## config.mk

```make
export PLATFORM = sky130hd
export DESIGN_NAME = nexys_starship_monsters
export DESIGN_NICKNAME = d
export VERILOG_FILES = /design/src/rtl/nexys_starship_pkg.sv /design/src/rtl/nexys_starship_lane.sv /design/src/rtl/nexys_starship_monsters.sv
export SDC_FILE = /design/constraint.sdc
export NUM_CORES = 1
export LEC_CHECK = 0
export BUFFER_PORTS_ARGS = -buffer_cell sky130_fd_sc_hd__buf_4
export CAP_MARGIN = 20
export CELL_PAD_IN_SITES_DETAIL_PLACEMENT = 1
export CELL_PAD_IN_SITES_GLOBAL_PLACEMENT = 1
export CORE_MARGIN = 1.5
export CORE_UTILIZATION = 40
export CTS_BUF_LIST = sky130_fd_sc_hd__clkbuf_4 sky130_fd_sc_hd__clkbuf_8
export CTS_CLUSTER_SIZE = 24
export DETAILED_ROUTE_END_ITERATION = 7
export PLACE_DENSITY = 0.7
export RECOVER_POWER = 25
export SLEW_MARGIN = 20
export SYNTH_ARGS = -nofsm -noshare
export SYNTH_HDL_FRONTEND = slang
export SYNTH_SLANG_ARGS = --single-unit
```

## constraint.sdc

```tcl
create_clock -name Clk -period 6.2 [get_ports Clk]
set_clock_uncertainty 0.2 [all_clocks]
set_input_delay 1.24 -clock Clk [delete_from_list [all_inputs] [get_ports Clk]]
set_output_delay 1.24 -clock Clk [all_outputs]
set_load 0.02 [all_outputs]
```

## src/rtl/nexys_starship_pkg.sv

```systemverilog
// Shared encodings for the starship-monsters game: one-hot game state, lane state,
// and the default attack timeout (one second at 200 MHz).
package nexys_starship_pkg;

   localparam int unsigned DEFAULT_TIMEOUT = 200_000_000;

   typedef enum logic [2:0] {
      StInit = 3'b001,
      StPlay = 3'b010,
      StOver = 3'b100
   } game_state_e;

   typedef enum logic {
      LnEmpty = 1'b0,
      LnFull  = 1'b1
   } lane_state_e;

endpackage

```

## src/rtl/nexys_starship_lane.sv

```systemverilog
// One monster lane: EMPTY/FULL state, attack timer and registered kill pulse.
// The expire flag tells the game FSM that this lane's monster has won.
module nexys_starship_lane
   import nexys_starship_pkg::*;
#(
   parameter int unsigned TIMER_W = 28,
   parameter int unsigned TIMEOUT = DEFAULT_TIMEOUT
) (
   input  logic Clk,
   input  logic Reset,
   input  logic active,
   input  logic clear,
   input  logic spawn,
   input  logic shoot,
   output logic full,
   output logic kill,
   output logic expire
);

   localparam logic [TIMER_W-1:0] RELOAD = TIMER_W'(TIMEOUT - 1);

   lane_state_e        state_q, state_d;
   logic [TIMER_W-1:0] timer_q, timer_d;
   logic               kill_q, kill_d;
   logic               timer_zero;

   assign timer_zero = (timer_q == '0);
   assign full       = (state_q == LnFull);
   assign kill       = kill_q;

   // A shot on the final edge beats the timeout.
   assign expire = active & full & timer_zero & ~shoot;

   always_comb begin
      state_d = state_q;
      timer_d = timer_q;
      kill_d  = active & full & shoot;
      if (clear) begin
         state_d = LnEmpty;
         timer_d = '0;
      end else if (active) begin
         unique case (state_q)
            LnEmpty: begin
               if (spawn) begin
                  state_d = LnFull;
                  timer_d = RELOAD;
               end
            end
            LnFull: begin
               if (shoot) begin
                  state_d = LnEmpty;
                  timer_d = '0;
               end else if (!timer_zero) begin
                  timer_d = timer_q - 1'b1;
               end
            end
            default: begin
               state_d = LnEmpty;
               timer_d = '0;
            end
         endcase
      end
   end

   always_ff @(posedge Clk or posedge Reset) begin
      if (Reset) begin
         state_q <= LnEmpty;
         timer_q <= '0;
         kill_q  <= 1'b0;
      end else begin
         state_q <= state_d;
         timer_q <= timer_d;
         kill_q  <= kill_d;
      end
   end

endmodule

```

## src/rtl/nexys_starship_monsters.sv

```systemverilog
// Starship-monsters game core: one-hot INIT/PLAY/OVER FSM over NUM_LANES monster lanes.
// Define NEXYS_STARSHIP_SCORE_EN to add the saturating 16-bit score output.
module nexys_starship_monsters
   import nexys_starship_pkg::*;
#(
   parameter int unsigned NUM_LANES = 4,
   parameter int unsigned TIMER_W   = 28,
   parameter int unsigned TIMEOUT   = DEFAULT_TIMEOUT
) (
   input  logic                 Clk,
   input  logic                 Reset,
   input  logic                 play_flag,
   input  logic [NUM_LANES-1:0] spawn_req,
   input  logic [NUM_LANES-1:0] shoot,
   output logic [NUM_LANES-1:0] monster_sm,
   output logic [NUM_LANES-1:0] kill,
   output logic                 game_over,
   output logic                 q_Init,
   output logic                 q_Play,
   output logic                 q_Over
`ifdef NEXYS_STARSHIP_SCORE_EN
   ,
   output logic [15:0]          score
`endif
);

   game_state_e          state_q, state_d;
   logic                 active;
   logic                 clear_lanes;
   logic                 any_expire;
   logic [NUM_LANES-1:0] expire;

   // Lanes only advance while the game is running and the player has not quit.
   assign active      = (state_q == StPlay) & play_flag;
   assign any_expire  = |expire;
   assign clear_lanes = ~active | any_expire;

   for (genvar i = 0; i < NUM_LANES; i++) begin : g_lane
      nexys_starship_lane #(
         .TIMER_W (TIMER_W),
         .TIMEOUT (TIMEOUT)
      ) u_lane (
         .Clk    (Clk),
         .Reset  (Reset),
         .active (active),
         .clear  (clear_lanes),
         .spawn  (spawn_req[i]),
         .shoot  (shoot[i]),
         .full   (monster_sm[i]),
         .kill   (kill[i]),
         .expire (expire[i])
      );
   end

   always_comb begin
      state_d = state_q;
      case (state_q)
         StInit: if (play_flag) state_d = StPlay;
         StPlay: begin
            if (!play_flag) begin
               state_d = StInit;
            end else if (any_expire) begin
               state_d = StOver;
            end
         end
         StOver: if (!play_flag) state_d = StInit;
         default: state_d = StInit;
      endcase
   end

   always_ff @(posedge Clk or posedge Reset) begin
      if (Reset) begin
         state_q <= StInit;
      end else begin
         state_q <= state_d;
      end
   end

   assign q_Init    = (state_q == StInit);
   assign q_Play    = (state_q == StPlay);
   assign q_Over    = (state_q == StOver);
   assign game_over = q_Over;

`ifdef NEXYS_STARSHIP_SCORE_EN
   logic [15:0] score_q, score_d;
   logic [16:0] kill_cnt;
   logic [16:0] score_sum;

   always_comb begin
      kill_cnt = '0;
      for (int i = 0; i < NUM_LANES; i++) begin
         kill_cnt = kill_cnt + 17'(kill[i]);
      end
      score_sum = {1'b0, score_q} + kill_cnt;
      if ((state_q == StInit) && play_flag) begin
         score_d = '0;
      end else if (score_sum > 17'h0FFFF) begin
         score_d = 16'hFFFF;
      end else begin
         score_d = score_sum[15:0];
      end
   end

   always_ff @(posedge Clk or posedge Reset) begin
      if (Reset) begin
         score_q <= '0;
      end else begin
         score_q <= score_d;
      end
   end

   assign score = score_q;
`endif

endmodule

```

**Word level (Yosys, flattened, before mapping)**

Cells that the tools add are included.

- Bitwise operators: 27
- Equal/unequal tests: 14
- Mux-type cells: 49
- Reductions and logical operators: 11
- Add/sub/neg operators: 4

Operators by type and width:

| operator | count |
|---|---|
| $mux W28 | 20 |
| $pmux W28 S2 | 4 |
| $logic_not A28 Y1 | 4 |
| $sub A28 B1 Y28 const B | 4 |
| $and A1 B1 Y1 | 17 |
| $mux W1 | 16 |
| $ne A4 B4 Y1 const B | 4 |
| $reduce_and A3 Y1 | 5 |
| $mux W3 | 4 |
| $ne A3 B3 Y1 const B | 4 |
| $not A1 Y1 | 9 |
| $pmux W3 S3 | 1 |
| $pmux W1 S2 | 4 |
| $ne A2 B2 Y1 const B | 2 |
| $reduce_or A4 Y1 | 1 |
| $eq A3 B1 Y1 const B | 1 |
| $eq A3 B2 Y1 const B | 1 |
| $eq A3 B3 Y1 const B | 1 |
| $ne A3 B2 Y1 const B | 1 |
| $reduce_bool A2 Y1 | 1 |
| $or A1 B1 Y1 | 1 |

- Bits of input ports: 11
- Output and inout bits: 12
- Word-level logic and storage cells: 118
- Flip-flop bits (word level): 123

**Logic depth before layout (Yosys ltp)**

- Depth after elaboration: 9
- Gate-level depth with buffers: 10
- Gate-level depth less buffers: 8

**Hierarchy**

Synthesis repeated with hierarchy kept, for this count alone.

- Cell total of the unflattened synthesis: 856
- Area total of the unflattened synthesis: 7,817.5 um^2

By module, submodules not included:

| module | sequential area each (um^2) | cells an instance | area each (um^2) | instances |
|---|---|---|---|---|
| nexys_starship_lane at g_lane[0].u_lane ... | 750.7 | 214 | 1,945.6 | 2 |
| nexys_starship_lane at g_lane[2].u_lane ... | 750.7 | 205 | 1,871.8 | 2 |
| nexys_starship_monsters | 76.3 | 18 | 182.7 | 1 |

**Worst setup path before layout**

No wires, ideal clock.

- Path kind: input to register
- Start point: input port shoot[2]
- End point: register g_lane[0].u_lane.timer_q[19]
- Stages on the path: 9
- Arrival time: 3.151 ns
- Path slack: 2.725 ns
- Data required time: 5.876 ns
- Path buffers: 4
- Setup time: 0.124 ns
- Cells stage by stage: clkbuf_1 > nor2b_1 > clkbuf_1 > nand3_1 > or4_1 > and3_1 > clkbuf_1 > buf_2 > a211o_1

- Longest elaborated chain between the ends: 6
- Elaborated cells on any way between the ends: 9
- Those cells by class: eq/ne (2); mux (1); bitwise (3); reduce/logical (3)

Ends and longest elaborated chain:

| item | RTL line | RTL |
|---|---|---|
| start: declaration | nexys_starship_monsters.sv:14 | `input logic [NUM_LANES-1:0] shoot,` |
| $not A1 Y1 * | nexys_starship_lane.sv:32 | `assign expire = active & full & timer_zero & ~shoot;` |
| $and A1 B1 Y1 * | nexys_starship_lane.sv:32 |  |
| $reduce_or A4 Y1 * | nexys_starship_monsters.sv:35 | `assign any_expire = \|expire;` |
| $or A1 B1 Y1 * | nexys_starship_monsters.sv:36 | `assign clear_lanes = ~active \| any_expire;` |
| $ne A4 B4 Y1 (no line) (tied with other cells) | -- |  |
| $reduce_and A3 Y1 (no line) | -- |  |
| end signal: assignment | nexys_starship_lane.sv:72 | `timer_q <= timer_d;` |
| end: declaration | nexys_starship_lane.sv:23 | `logic [TIMER_W-1:0] timer_q, timer_d;` |

Mark *: on every way between the ends. The rest lies on a longest branch, timed or not.
A chain may end at the register's enable or synchronous reset.

==> reports/qor.csv <==
stage;metric;value;unit
sta;Min Clock Period, post-route;3901;ps
worst_setup_path;WP data arrival;4190;ps
die;Die H;139.8;µm
power;switching power;0.001187;W
clocking;count of cells resized by post-cts repair;0;
sta;Pins Over Slew Limit;72;
synthesis;area leader, netlist;dfrtp_1;
worst_setup_path;Buffers & Inverters on Critical Path;3;
die;# IOs;23;
power;switching share of power;40.89;%
synthesis;asr flop ratio synth;100.0;%
power;sequential share of power;32.6;%
cells_and_area;Util after Layout;44.97;%
worst_hold_path;hold path depth;1;
drt;DR DRC count;3;
synthesis;Mapped Nets;889;
sta;final hold violation count;0;
worst_setup_path;endpoint of the worst register-to-register path;g_lane[1].u_lane.timer_q[20];
worst_hold_path;hold path startpoint;g_lane[2].u_lane.timer_q[26];
clocking;later-pin clock latency in the skew report;450;ps
sta;Slew Limit Headroom;-128.2;%
sta;actual slew at the worst max-slew pin;3405;ps
die;die width;139.8;µm
cells_and_area;Final nets;877;
drt;remaining antenna violation count;0;
cells_and_area;n_diodes;0;
worst_setup_path;endpoint class of the critical path;async pin;
place;routability cong.;0.7876;
global_routing;grt ovf;0;
power;Pleak;3.748;nW
global_routing;first-pass GRT wire length;37.88;mm
synthesis;Synth Cell Area;7483;µm²
power;Pwr Density;355.6;nW/µm²
worst_setup_path;critical path's slowest cell;clkinvlp_2;
synthesis;Gate Count Post-Synth;870;
synthesis;Yosys top cell area share;40.80;%
run_status;status;complete, but fails checks;
worst_setup_path;CP max stage delay;1910;ps
job;max-cap viol count;1;
power;Max rail drop VDD;0.1904;mV
worst_setup_path;kind of critical path;input port to async pin;
global_routing;initial antenna violation count;0;
power;cell-internal power;0.001715;W
worst_hold_path;HP Class;flip-flop to flip-flop;
cells_and_area;layout cells sized above 1;10.36;%
synthesis;Syn. warnings;0;
synthesis;Distinct cells, synth;67;
clocking;Worst-path clk slew;80;ps
die;number of core rows;49;
synthesis;EDFF count, synth;0;
worst_setup_path;r2r setup slk;2330;ps
die;die area;19540;µm²
worst_setup_path;Worst EP required;6490;ps
clocking;CTS tree;done;
power;combinational fraction of design power;40.3;%
global_routing;GRT Total Usage;23.93;%
clocking;Clock Tree Buf Depth;2;
worst_setup_path;Worst R2R Path Depth;7;
worst_setup_path;CP top delay family;buffers and inverters;
synthesis;sequential share of the synthesized area;41.15;%
die;Starting Density;41.24;%
worst_setup_path;Setup crit start kind;input port;
drt;via count;7005;
die;Core Box Area;18150;µm²
drt;mean routed wirelength per cell;20.38;µm
worst_setup_path;worst r2r src;g_lane[2].u_lane.timer_q[5];
place;dpl hpwl;15.02;mm
power;Clock power frac;27.2;%
cells_and_area;P&R area growth vs syn;9.045;%
drt;drt first pass iters;7;
global_routing;pin count of the biggest net entering global routing;72;
synthesis;synth top area cells;dfrtp_1 41%, nor2_1 4.6%, o21ai_0 4.4%;
drt;Iteration-0 DRC Markers;535;
place;Port Buf Inserts;22;
worst_hold_path;Hold EP;g_lane[2].u_lane.timer_q[26];
sta;Setup TNS;0;ps
clocking;H-tree depth;4;
synthesis;Syn Area/Cell;8.602;µm²
synthesis;ys flop type;dfrtp_1;
drt;Vias/cell;6.380;
clocking;Num CTS Buffers;17;
sta;Fmax;256.4;MHz
clocking;CTS root buf;clkbuf_8;
worst_setup_path;Worst Path Max Fanout;71;
sta;endpoints failing setup;0;
clocking;clk sink count;123;
clocking;setup bufs post-CTS;0;
global_routing;vias in the first global route;7366;
worst_setup_path;worst path cell trace;clkbuf_4 -> clkinvlp_2 -> buf_4;
synthesis;Yosys reg bits;123;
sta;RSZ-0062 raised after global routing;no;
clocking;CTS Hold Buffers Added;0;
sta;Final Cycle Share;62.92;%
power;total power;0.002902;W
run_status;failing checks;design-rule violations, max-capacitance violations, max-slew violations;
drt;WL final;22.37;mm
==> worst register-to-register path, stage by stage (launching register included) <==
cell and delay (ps):
dfrtp_1 440, nor4_1 950, nand3_1 200, or4_1 610
and3_1 510, nand2_1 210, buf_4 460, nor3_1 160
==> sequential cells by signal, indices dropped and copies added (netlist names) <==
register and count:
g_lane.u_lane.kill 4, state_q 3, g_lane.u_lane.full 4, g_lane.u_lane.timer_q 112
==> area by class of cell <==
| class | instances | area (µm²) |
|---|---|---|
| clock buffers | 24 | 317.8 |
| clock inverters | 6 | 110.1 |
| flip-flops and latches | 123 | 3079 |
| well taps | 229 | 286.5 |
| multi-input cells | 664 | 4054 |
| inverters | 20 | 76.32 |
| fillers | 2122 | 9987 |
| repair buffers | 32 | 236.5 |
==> worst max-delay path by stage <==
stage	slack, ps	to	from	cells past startpoint
3_3_place_gp	1980	g_lane[2].u_lane.timer_q[17]	shoot[2]	8
3_5_place_dp	1890	g_lane[2].u_lane.timer_q[14]	shoot[2]	8
4_1_cts	2340	g_lane[2].u_lane.timer_q[14]	g_lane[2].u_lane.timer_q[5]	7
5_1_grt	1810	g_lane[0].u_lane.timer_q[10]	Reset	3
2_1_floorplan	1490	g_lane[0].u_lane.full	Reset	1
6_report	2300	g_lane[3].u_lane.timer_q[19]	Reset	3
==> power groups by stage <==
| stage | Clock, W | Combinational [W] | Sequential (W) |
|---|---|---|---|
| after floorplan | 0 | 0.000861 | 0.000928 |
| after global placement | 0 | 0.00110 | 0.000948 |
| after CTS | 0.000805 | 0.00116 | 0.000943 |
| final | 0.000788 | 0.00117 | 0.000945 |
| after global routing | 0.000836 | 0.00129 | 0.000958 |
| after detailed placement | 0 | 0.00115 | 0.000957 |
==> cell usage in the layout (no fill, tap or decap), drive strengths merged, types with 14 or more instances in the layout <==
| cell | netlist | routed |
|---|---|---|
| nor3 | 33 | 33 |
| inv | 20 | 19 |
| a31oi | 14 | 14 |
| nor2 | 91 | 91 |
| buf | 27 | 30 |
| o31ai | 33 | 33 |
| a21oi | 58 | 58 |
| or4 | 24 | 24 |
| nand2 | 60 | 60 |
| dfrtp | 122 | 122 |
| nand3 | 23 | 23 |
| a22o | 26 | 26 |
| nor4 | 37 | 37 |
| clkbuf | 36 | 26 |
| or3 | 18 | 18 |
| o21ai | 68 | 68 |
==> metal layers <==
layer  wire, µm  GRT usage, %
met1      10600         31.94
met2      10790         39.93
met3        664         4.370
met4        319         6.593
met5          0             0
==> cells by family after synthesis <==
| logic type | synth area share, % |
|---|---|
| mux | 0.2675 |
| fa+ha+maj | 1.338 |
| simple gates | 27.05 |
| xor+xnor | 1.170 |
| flops | 41.15 |
| compound gates | 24.08 |
| buf+inv | 4.949 |
==> per-stage QoR <==
stage / setup WS (ps) / cells / hold WS [ps] / cell area [µm²]
finish: 2299 / 1098 / 317.4 / 8160
global route: 1813 / 1098 / 336.5 / 8160
CTS: 2345 / 1098 / 322.5 / 8152
detailed placement: 1890 / 1068 / 303.2 / 7724
global placement: 1979 / 1068 / 277.0 / 7724
floorplan: 1491 / 870 / 259.9 / 7483
==> cell usage after synthesis, types with 14 or more instances <==
library cell / number
a21oi_1: 58
a22o_1: 24
a31oi_1: 14
buf_2: 17
clkbuf_1: 36
dfrtp_1: 122
inv_1: 20
nand2_1: 60
nand3_1: 23
nor2_1: 91
nor3_1: 33
nor4_1: 33
o21ai_0: 66
o31ai_1: 33
or3_1: 17
or4_1: 22
Note: power is estimated with default switching activity, not from simulation.
